<file path="src/rtl/top_sched.sv">
// Two-port round-robin scheduler sharing one combinational datapath.
// Latches the granted operands, waits SETTLE cycles, returns the result with a one-cycle ack.
module top_sched #(
  parameter int WIDTH  = 4,
  parameter int SETTLE = 1
) (
  input  logic             clk,
  input  logic             rst_n,
  input  logic             req0,
  input  logic [WIDTH-1:0] a0,
  input  logic [WIDTH-1:0] b0,
  output logic             ack0,
  output logic [WIDTH-1:0] res0,
  input  logic             req1,
  input  logic [WIDTH-1:0] a1,
  input  logic [WIDTH-1:0] b1,
  output logic             ack1,
  output logic [WIDTH-1:0] res1,
  output logic [WIDTH-1:0] dp_a,
  output logic [WIDTH-1:0] dp_b,
  input  logic [WIDTH-1:0] dp_res,
  output logic             busy,
  output logic             gnt_id
);

  typedef enum logic [1:0] {IDLE, WAIT, DONE} state_t;

  localparam logic [3:0] SETTLE_V = 4'(SETTLE);

  state_t           state, state_nxt;
  logic [3:0]       cnt, cnt_nxt;
  logic [WIDTH-1:0] dp_a_nxt, dp_b_nxt, res0_nxt, res1_nxt;
  logic             ack0_nxt, ack1_nxt, gnt_nxt, sel;

  always_ff @(posedge clk or negedge rst_n) begin
    if (!rst_n) begin
      state  <= IDLE;
      cnt    <= '0;
      dp_a   <= '0;
      dp_b   <= '0;
      res0   <= '0;
      res1   <= '0;
      ack0   <= 1'b0;
      ack1   <= 1'b0;
      gnt_id <= 1'b1;
    end else begin
      state  <= state_nxt;
      cnt    <= cnt_nxt;
      dp_a   <= dp_a_nxt;
      dp_b   <= dp_b_nxt;
      res0   <= res0_nxt;
      res1   <= res1_nxt;
      ack0   <= ack0_nxt;
      ack1   <= ack1_nxt;
      gnt_id <= gnt_nxt;
    end
  end

  always_comb begin
    state_nxt = state;
    cnt_nxt   = cnt;
    dp_a_nxt  = dp_a;
    dp_b_nxt  = dp_b;
    res0_nxt  = res0;
    res1_nxt  = res1;
    ack0_nxt  = 1'b0;
    ack1_nxt  = 1'b0;
    gnt_nxt   = gnt_id;
    sel       = 1'b0;
    case (state)
      IDLE: begin
        if (req0 || req1) begin
          // Under contention the port that did not win last time is served.
          sel       = (req0 && req1) ? ~gnt_id : req1;
          gnt_nxt   = sel;
          dp_a_nxt  = sel ? a1 : a0;
          dp_b_nxt  = sel ? b1 : b0;
          cnt_nxt   = SETTLE_V;
          state_nxt = WAIT;
        end
      end
      WAIT: begin
        cnt_nxt = cnt - 4'd1;
        if (cnt == 4'd1) begin
          if (gnt_id) begin
            res1_nxt = dp_res;
            ack1_nxt = 1'b1;
          end else begin
            res0_nxt = dp_res;
            ack0_nxt = 1'b1;
          end
          state_nxt = DONE;
        end
      end
      DONE: state_nxt = IDLE;
      default: state_nxt = IDLE;
    endcase
  end

  assign busy = (state != IDLE);

endmodule

</file>
<file path="config.mk">
export PLATFORM = sky130hd
export DESIGN_NAME = top_sched
export DESIGN_NICKNAME = d
export VERILOG_FILES = /design/src/rtl/top_sched.sv
export SDC_FILE = /design/constraint.sdc
export NUM_CORES = 1
export LEC_CHECK = 0
export CAP_MARGIN = 10
export CORE_MARGIN = 2
export CORE_UTILIZATION = 38
export DETAILED_ROUTE_END_ITERATION = 16
export GPL_TIMING_DRIVEN = 0
export PLACE_DENSITY = 0.84
export RECOVER_POWER = 100
export SKIP_CTS_REPAIR_TIMING = 1
export SYNTH_ARGS = -nofsm -noshare
export SYNTH_HDL_FRONTEND = slang
export SYNTH_SLANG_ARGS = --single-unit
</file>
<file path="constraint.sdc">
create_clock -name clk -period 1.62 [get_ports clk]
set_clock_uncertainty 0.2 [all_clocks]
set_input_delay 0.324 -clock clk [delete_from_list [all_inputs] [get_ports clk]]
set_output_delay 0.324 -clock clk [all_outputs]
set_load 0.02 [all_outputs]
</file>
-- After elaboration in Yosys (flattened, before gate mapping)
Index checks and enable logic that the tools add are counted.
- register bits after elaboration: 25
- input port bits: 24
- output and inout port bits: 20
- logic and storage cells: 39
- $add $sub $neg: 1
- eq/ne operators: 4
- mux-type cells: 14
- bitwise logic cells: 1
- reduce and logical (&&, ||, !) cells: 10
- operators by type and width (kind ; number):
    $mux 4 ; 3
    $pmux 4 s2 ; 1
    $mux 1 ; 7
    $reduce_and 2->1 ; 3
    $reduce_and 3->1 ; 2
    $eq 4x1->1 const B ; 1
    $mux 2 ; 2
    $ne 2x2->1 const B ; 2
    $pmux 2 s2 ; 1
    $reduce_bool 2->1 ; 2
    $sub 4x1->4 const B ; 1
    $eq 2x1->1 const B ; 1
    $logic_not 2->1 ; 1
    $logic_and 1x1->1 ; 1
    $logic_or 1x1->1 ; 1
    $not 1->1 ; 1

-- Depth between registers and ports, before layout
Gate-level depths: netlist of run 1.
- depth in word-level cells: 3
- depth in mapped cells: 6
- mapped depth without buffers: 5

-- Worst setup path after synthesis of run 1
Ideal clock, no wire load.
- path type: flip-flop to flip-flop
- from: register cnt[1]
- to: register res1[0]
- setup time: 0.125 ns
- arrival time: 1.366 ns
- data required time: 1.295 ns
- setup slack: -0.070 ns
- stages on the path, launching flop included: 7
- path buffers: 1
- clock period less this slack: 1.690 ns
- cells stage by stage: dfrtp_1 inv_1 ha_1 nor3b_4 and3_1 buf_6 mux2_2
- cells in the longest elaborated chain, start to end: 2
- ends and longest elaborated chain (item ; line ; source):
    from (decl) ; 31 ; logic [3:0] cnt, cnt_nxt;
    from (signal assigned) ; 48 ; cnt <= cnt_nxt;
    $eq 4x1->1 ; 84 ; if (cnt == 4'd1) begin
    $reduce_and 3->1 (no source line) ; -- ;
    to (signal assigned) ; 52 ; res1 <= res1_nxt;
    to (decl) ; 18 ; output logic [WIDTH-1:0] res1,
Every way passes these cells.
A chain may end at the register's enable or synchronous reset.

-- Worst setup path in the final report of run 1
- from: register state[1]
- to: output port busy
- cells in the longest elaborated chain, start to end: 1
- ends and longest elaborated chain (item ; line ; source):
    from (decl) ; 30 ; state_t state, state_nxt;
    from (signal assigned) ; 47 ; state <= state_nxt;
    $reduce_bool 2->1 ; 100 ; assign busy = (state != IDLE);
    to (decl) ; 22 ; output logic busy,
Every way passes these cells.

==> impl_metrics.py, run 1 <==
metrics = {
    "setup_path": {
        "crit-reg2reg-capture": "res0[3]$_DFFE_PN0P_",
        "worstPathRequired_ns": 1.10,
        "reg2reg_depth": 5,
        "reg2reg_slack_ns": -0.16,
        "r2r-start": "cnt[1]$_DFFE_PN0P_",
        "timing_worst_setup_path_type": "reg -> out",
        "crit_path_end_kind": "output port",
        "element_type_at_the_critical_path_start": "flip-flop",
        "critical_path.max_fanout": 10,
        "arrival_ns": 1.29,
    },
    "place": {
        "dpl-instance-area_um2": 1580,
        "placed_instances": 165,
        "dp_hpwl_um": 1900,
        "port_buffers": 43,
        "gp_congestion": 0.780,
    },
    "status": {
        "outcome": "finished with violations",
        "failed_checks": "setup timing",
    },
    "final_layout": {
        "antenna_cells_inserted": 0,
        "fin_cells": 171,
        "layout.cell_area.non_filler_um2": 1720,
        "nets_final": 167,
        "ff_latch_area_um2": 627,
        "most-common-layout-cells": "sky130_fd_sc_hd__dfrtp_1, sky130_fd_sc_hd__clkdlybuf4s50_1, sky130_fd_sc_hd__dlymetal6s2s_1",
        "multi_input_area_um2": 485,
        "layout-drive-gt1-share_pct": 24.3,
        "most_common_cell_after_layout_fill_and_taps_aside": "sky130_fd_sc_hd__dfrtp_1",
        "num-fill-cells": 211,
        "areaGrowthSynthToFinish_pct": 54.1,
    },
    "power": {
        "power.ir.vdd_worst_uv": 1440,
        "power_density_nw_per_um2": 1920,
        "power.leakage_uw": 0.000895,
    },
    "route": {
        "vias": 911,
        "wl_um": 2700,
        "detail_route.iter0.violations": 9,
        "wl_per_cell_um": 15.8,
        "post_detailed_route_count_of_antenna_violating_nets": 0,
        "dr.pass1.iters": 4,
        "routed_via_density": 5.33,
        "remaining_drc_errors": 0,
    },
    "floorplanning": {
        "core_area_um2": 2780,
        "chip_width_um": 58.2,
        "fp.dieArea_um2": 3380,
        "overall_die_height_um": 58.2,
        "pin_count": 44,
        "placement_rows": 19,
        "initial_cell_density_of_the_core_pct": 40.1,
    },
    "timing": {
        "tightestPinTransition_ns": 0.500,
        "setup_violations": 10,
        "max_freq_mhz": 552,
        "worst_slew_margin_rel_pct": 66.6,
        "postLayoutSetupSlackWorst_ns": -0.193,
        "finalWorstPathRequiredPeriod_ns": 1.81,
        "report.final.hold_viol_count": 0,
        "period_share_pct": 112,
        "rsz0062_at_grt": "true",
        "setup_total_negative_slack_ns": -1.29,
        "maxSlewViolCount": 0,
    },
    "min_path": {
        "timing.hold.worst.class": "in -> async",
    },
    "clock_tree": {
        "worstSkewPairLatency_ns": 0.31,
        "cts_made_buffers": 3,
        "cts_sinks": 25,
        "clk_pin_slew_ns": 0.15,
        "cts_htree_levels": 1,
        "tritoncts": "done",
        "ctsLongestPathBuffers": 2,
        "cts_root_buf": "sky130_fd_sc_hd__clkbuf_4",
    },
    "yosys": {
        "netlist-cell-type-count": 29,
        "largest_cells_by_area_after_synthesis": "sky130_fd_sc_hd__dfrtp_1, sky130_fd_sc_hd__mux2_2, sky130_fd_sc_hd__a2bb2oi_1",
        "ys.warnings.count": 0,
        "synth.ff_latch_count": 25,
        "syn_area_per_cell_um2": 12.3,
        "post_synth_instance_area_um2": 1110,
        "synthDominantCellAreaShare_pct": 53.9,
        "synth_edf_count": 0,
        "ys.flop_type": "sky130_fd_sc_hd__dfrtp_1",
        "async_reset_ff_share_pct": 100,
        "post_synthesis_net_count": 117,
        "synth_largest_area_cell": "sky130_fd_sc_hd__dfrtp_1",
        "netlist_instances": 91,
        "ys_seq_area_share_pct": 56.2,
    },
    "global_route": {
        "grt.overflow.total": 0,
        "grt_start_max_net_pins": 26,
        "antenna_found_initial": 0,
        "grt_pass1_vias": 877,
        "grt_pass1_wl_um": 3980,
        "grt_usage_pct": 15.6,
    },
    "job": {
        "max-cap-violations": 0,
    },
}
-- logic make-up (layout without fill, tap and decap cells) --
kind of cell | Yosys count | after routing | synth area share [%]
AO/OA/AOI/OAI | 26 | 26 | 17.6
adder cells (fa/ha/maj) | 2 | 2 | 2.24
buffers and inverters | 8 | 57 | 3.59
flip-flops | 25 | 25 | 56.2
multiplexers | 10 | 10 | 10.2
AND/OR/NAND/NOR | 20 | 20 | 10.1
-- worst max-delay path: stages (launching register included) --
cell                      delay [ns]
sky130_fd_sc_hd__dfrtp_1        0.43
sky130_fd_sc_hd__nor2_2         0.17
sky130_fd_sc_hd__inv_2          0.09
sky130_fd_sc_hd__buf_6          0.15
sky130_fd_sc_hd__buf_6          0.13
-- Yosys cell counts, types with 2 or more instances --
| cell | count |
|---|---|
| sky130_fd_sc_hd__nor2_1 | 2 |
| sky130_fd_sc_hd__ha_1 | 2 |
| sky130_fd_sc_hd__dfrtp_1 | 24 |
| sky130_fd_sc_hd__mux2i_1 | 2 |
| sky130_fd_sc_hd__a2bb2oi_1 | 8 |
| sky130_fd_sc_hd__mux2_2 | 7 |
| sky130_fd_sc_hd__o21ai_0 | 2 |
| sky130_fd_sc_hd__a21oi_1 | 2 |
| sky130_fd_sc_hd__inv_1 | 4 |
| sky130_fd_sc_hd__a211oi_1 | 8 |
| sky130_fd_sc_hd__nand2_1 | 10 |
| sky130_fd_sc_hd__o22ai_1 | 2 |
| sky130_fd_sc_hd__buf_2 | 2 |
-- sequential cells by signal (all words and copies together), names as in the netlist, 2 cells and up --
signal / flops
dp_b: 4
res1: 4
res0: 4
cnt: 4
state: 2
dp_a: 4
-- routing by layer --
metal  track usage, %  vias to the layer above  wire (um)
met5                0                        -          0
met4             3.99                        0         13
met3             4.24                        2        153
met2             26.0                       29       1340
met1             20.1                      453       1190
li1                 -                      427          -
-- final cells by class --
class	instances	share of cell area (%)
plain buffers	2	0.947
clock inverters	1	0.437
flip-flops and latches	25	36.5
repair buffers	47	29.4
clock buffers	3	1.31
multi-input cells	58	28.3
inverters	4	0.874
well taps	31	2.26
-- stage by stage --
stage                     hold WS [ns]  total power (uW)  util (%)  setup slack (ns)
after global placement           0.280              2860      57.0            -0.333
after detailed placement         0.297              2930      57.0            -0.395
after CTS                        0.323              3220      58.0            -0.741
final                           0.0836              3310      61.8            -0.193
after floorplan                 -0.172              2180         -           -0.0705
after global routing            0.0591              3500      61.8            -0.253
-- worst max path at each step --
stage | start | to | cells after the start
floorplan | cnt[1]$_DFFE_PN0P_ | res1[0]$_DFFE_PN0P_ | 6
global placement | state[1]$_DFFE_PN0P_ | busy | 4
detailed placement | req1 | dp_b[2]$_DFFE_PN0P_ | 4
CTS | state[1]$_DFFE_PN0P_ | busy | 4
global route | state[1]$_DFFE_PN0P_ | busy | 4
finish | state[1]$_DFFE_PN0P_ | busy | 4
-- power breakdown --
part	internal (uW)	total (uW)	switching, uW
Sequential	936	1150	215
Combinational	966	1870	900
Clock	94.1	289	195
Total	2000	3310	1310
(Power assumes the default switching activity.)
==> run 2: changes to the inputs <==
Settings changed: CTS_CLUSTER_SIZE from default to 40.
==> results of run 2 <==
The final DEF is identical to that of run 1; final timing and power are the same.
==> run 3: changes to the inputs <==
Clock period 1.62 ns to 1.65 ns, I/O delays scaled along.
==> run 3 against run 2 <==
Compared with the run above: clock-buffer cell count is the same; worst hold slack gained 0.0060 ns; worst setup slack gained 0.022 ns; total power shrank 1.8%; die area is the same; critical endpoint unchanged; the flow still finishes with violations (setup timing); via count shrank 0.66%; sequential share of layout area grew 0.053 points; sequential power is essentially flat; critical path type unchanged; critical path depth is the same.
==> impl_metrics.py, run 3 (synthesized netlist as in run 1, its figures left out) <==
metrics = {
    "timing": {
        "period_share_pct": 110,
        "setup_violations": 9,
        "report.final.hold_viol_count": 0,
        "postLayoutSetupSlackWorst_ns": -0.171,
        "maxSlewViolCount": 0,
        "finalWorstPathRequiredPeriod_ns": 1.82,
        "tightestPinTransition_ns": 0.498,
        "worst_slew_margin_rel_pct": 66.8,
        "rsz0062_at_grt": "true",
        "max_freq_mhz": 549,
    },
    "power": {
        "power.leakage_uw": 0.000895,
        "power_density_nw_per_um2": 1890,
        "power.ir.vdd_worst_uv": 1410,
        "total_power_uw": 3250,
    },
    "route": {
        "routed_via_density": 5.29,
        "vias": 905,
        "wl_per_cell_um": 15.8,
        "wl_um": 2700,
        "post_detailed_route_count_of_antenna_violating_nets": 0,
        "detail_route.iter0.violations": 9,
        "remaining_drc_errors": 0,
        "dr.pass1.iters": 4,
    },
    "clock_tree": {
        "cts_htree_levels": 1,
        "ctsLongestPathBuffers": 2,
        "cts_made_buffers": 3,
        "cts_root_buf": "sky130_fd_sc_hd__clkbuf_4",
        "cts_sinks": 25,
        "tritoncts": "done",
        "worstSkewPairLatency_ns": 0.31,
        "clk_pin_slew_ns": 0.15,
    },
    "final_layout": {
        "num-fill-cells": 212,
        "layout-drive-gt1-share_pct": 23.6,
        "layout.cell_area.non_filler_um2": 1720,
        "most-common-layout-cells": "sky130_fd_sc_hd__dfrtp_1, sky130_fd_sc_hd__clkdlybuf4s50_1, sky130_fd_sc_hd__dlymetal6s2s_1",
        "ff_latch_area_um2": 627,
        "nets_final": 167,
        "most_common_cell_after_layout_fill_and_taps_aside": "sky130_fd_sc_hd__dfrtp_1",
        "areaGrowthSynthToFinish_pct": 53.9,
        "antenna_cells_inserted": 0,
        "multi_input_area_um2": 483,
    },
    "global_route": {
        "grt_pass1_vias": 877,
        "antenna_found_initial": 0,
        "grt_usage_pct": 15.6,
        "grt_start_max_net_pins": 26,
        "grt_pass1_wl_um": 3980,
        "grt.overflow.total": 0,
    },
    "place": {
        "gp_congestion": 0.780,
        "dpl-instance-area_um2": 1580,
        "port_buffers": 43,
        "dp_hpwl_um": 1900,
    },
    "floorplanning": {
        "overall_die_height_um": 58.2,
        "initial_cell_density_of_the_core_pct": 40.1,
        "fp.dieArea_um2": 3380,
        "core_area_um2": 2780,
        "pin_count": 44,
        "placement_rows": 19,
        "chip_width_um": 58.2,
    },
    "job": {
        "max-cap-violations": 0,
    },
    "min_path": {
        "timing.hold.worst.class": "in -> async",
    },
    "status": {
        "failed_checks": "setup timing",
        "outcome": "finished with violations",
    },
    "setup_path": {
        "critical-path-max-stage-delay_ns": 0.43,
        "worst_path_dominant_cell_family": "flip-flops",
        "crit_path_end_kind": "output port",
        "worstPathRequired_ns": 1.12,
        "critical_path.max_fanout": 10,
        "element_type_at_the_critical_path_start": "flip-flop",
        "crit_path_top_delay_cell": "sky130_fd_sc_hd__dfrtp_1",
        "timing_worst_setup_path_type": "reg -> out",
        "arrival_ns": 1.29,
        "crit_buf_inv": 3,
        "critical_path.most_common_cell": "sky130_fd_sc_hd__buf_6",
        "path_cells": "nor2_2 > inv_2 > buf_6 > buf_6",
    },
}
run 3: cell counts in the layout (fill, tap and decap cells not counted):
Identical to the previous run, type by type.
run 3: path summary, 6_finish.rpt:
check / from / endpoint / slack (ns) / depth (start not counted)
max in group asynchronous: rst_n / gnt_id$_DFFE_PN1P_ / 0.39 / 2
worst min register to register: res1[2]$_DFFE_PN0P_ / res1[2]$_DFFE_PN0P_ / 0.33 / 1
worst max register to register: cnt[1]$_DFFE_PN0P_ / res0[3]$_DFFE_PN0P_ / -0.13 / 5
worst max-delay path: state[1]$_DFFE_PN0P_ / busy / -0.17 / 4
min in group clk: res1[2]$_DFFE_PN0P_ / res1[2]$_DFFE_PN0P_ / 0.33 / 1
worst min-delay path: rst_n / res1[0]$_DFFE_PN0P_ / 0.09 / 1
run 3: layout make-up:
type | count | area share, %
Clock inverter | 1 | 0.438
Sequential cell | 25 | 36.5
Inverter | 4 | 0.875
Clock buffer | 3 | 1.31
Timing Repair Buffer | 47 | 29.5
Multi-Input combinational cell | 58 | 28.2
Tap cell | 31 | 2.26
Buffer | 2 | 0.948
run 3: through the flow:
step | setup slack (ns) | utilization, % | std cells | TNS (ns) | hold slack [ns]
2_1_floorplan | -0.0405 | - | 91 | -0.131 | -0.166
3_3_place_gp | -0.309 | 57.0 | 165 | -8.12 | 0.280
3_5_place_dp | -0.371 | 57.0 | 165 | -10.96 | 0.297
4_1_cts | -0.717 | 58.0 | 169 | -5.57 | 0.323
5_1_grt | -0.229 | 61.7 | 171 | -1.54 | 0.0651
6_report | -0.171 | 61.7 | 171 | -1.04 | 0.0896
run 3: worst register-to-register path, stage by stage (launching register included):
cell	delay, ns
sky130_fd_sc_hd__dfrtp_1	0.43
sky130_fd_sc_hd__inv_2	0.09
sky130_fd_sc_hd__ha_4	0.12
sky130_fd_sc_hd__nor3b_4	0.24
sky130_fd_sc_hd__nand3b_1	0.26
sky130_fd_sc_hd__mux2_2	0.36
run 3: where the power goes:
| group | switching (uW) | total [uW] | internal (uW) | leakage (uW) |
|---|---|---|---|---|
| logic | 882 | 1830 | 949 | 0.000585 |
| registers | 211 | 1130 | 919 | 0.000296 |
| clock network | 192 | 285 | 92.4 | 0.0000139 |
run 3: metal layers:
layer  vias to the layer above  wire length, um  track usage (%)
met5                         -                0                0
met4                         0               13             3.99
met3                         2              153             4.24
met2                        29             1330             26.0
met1                       446             1200             20.1
li1                        428                -                -
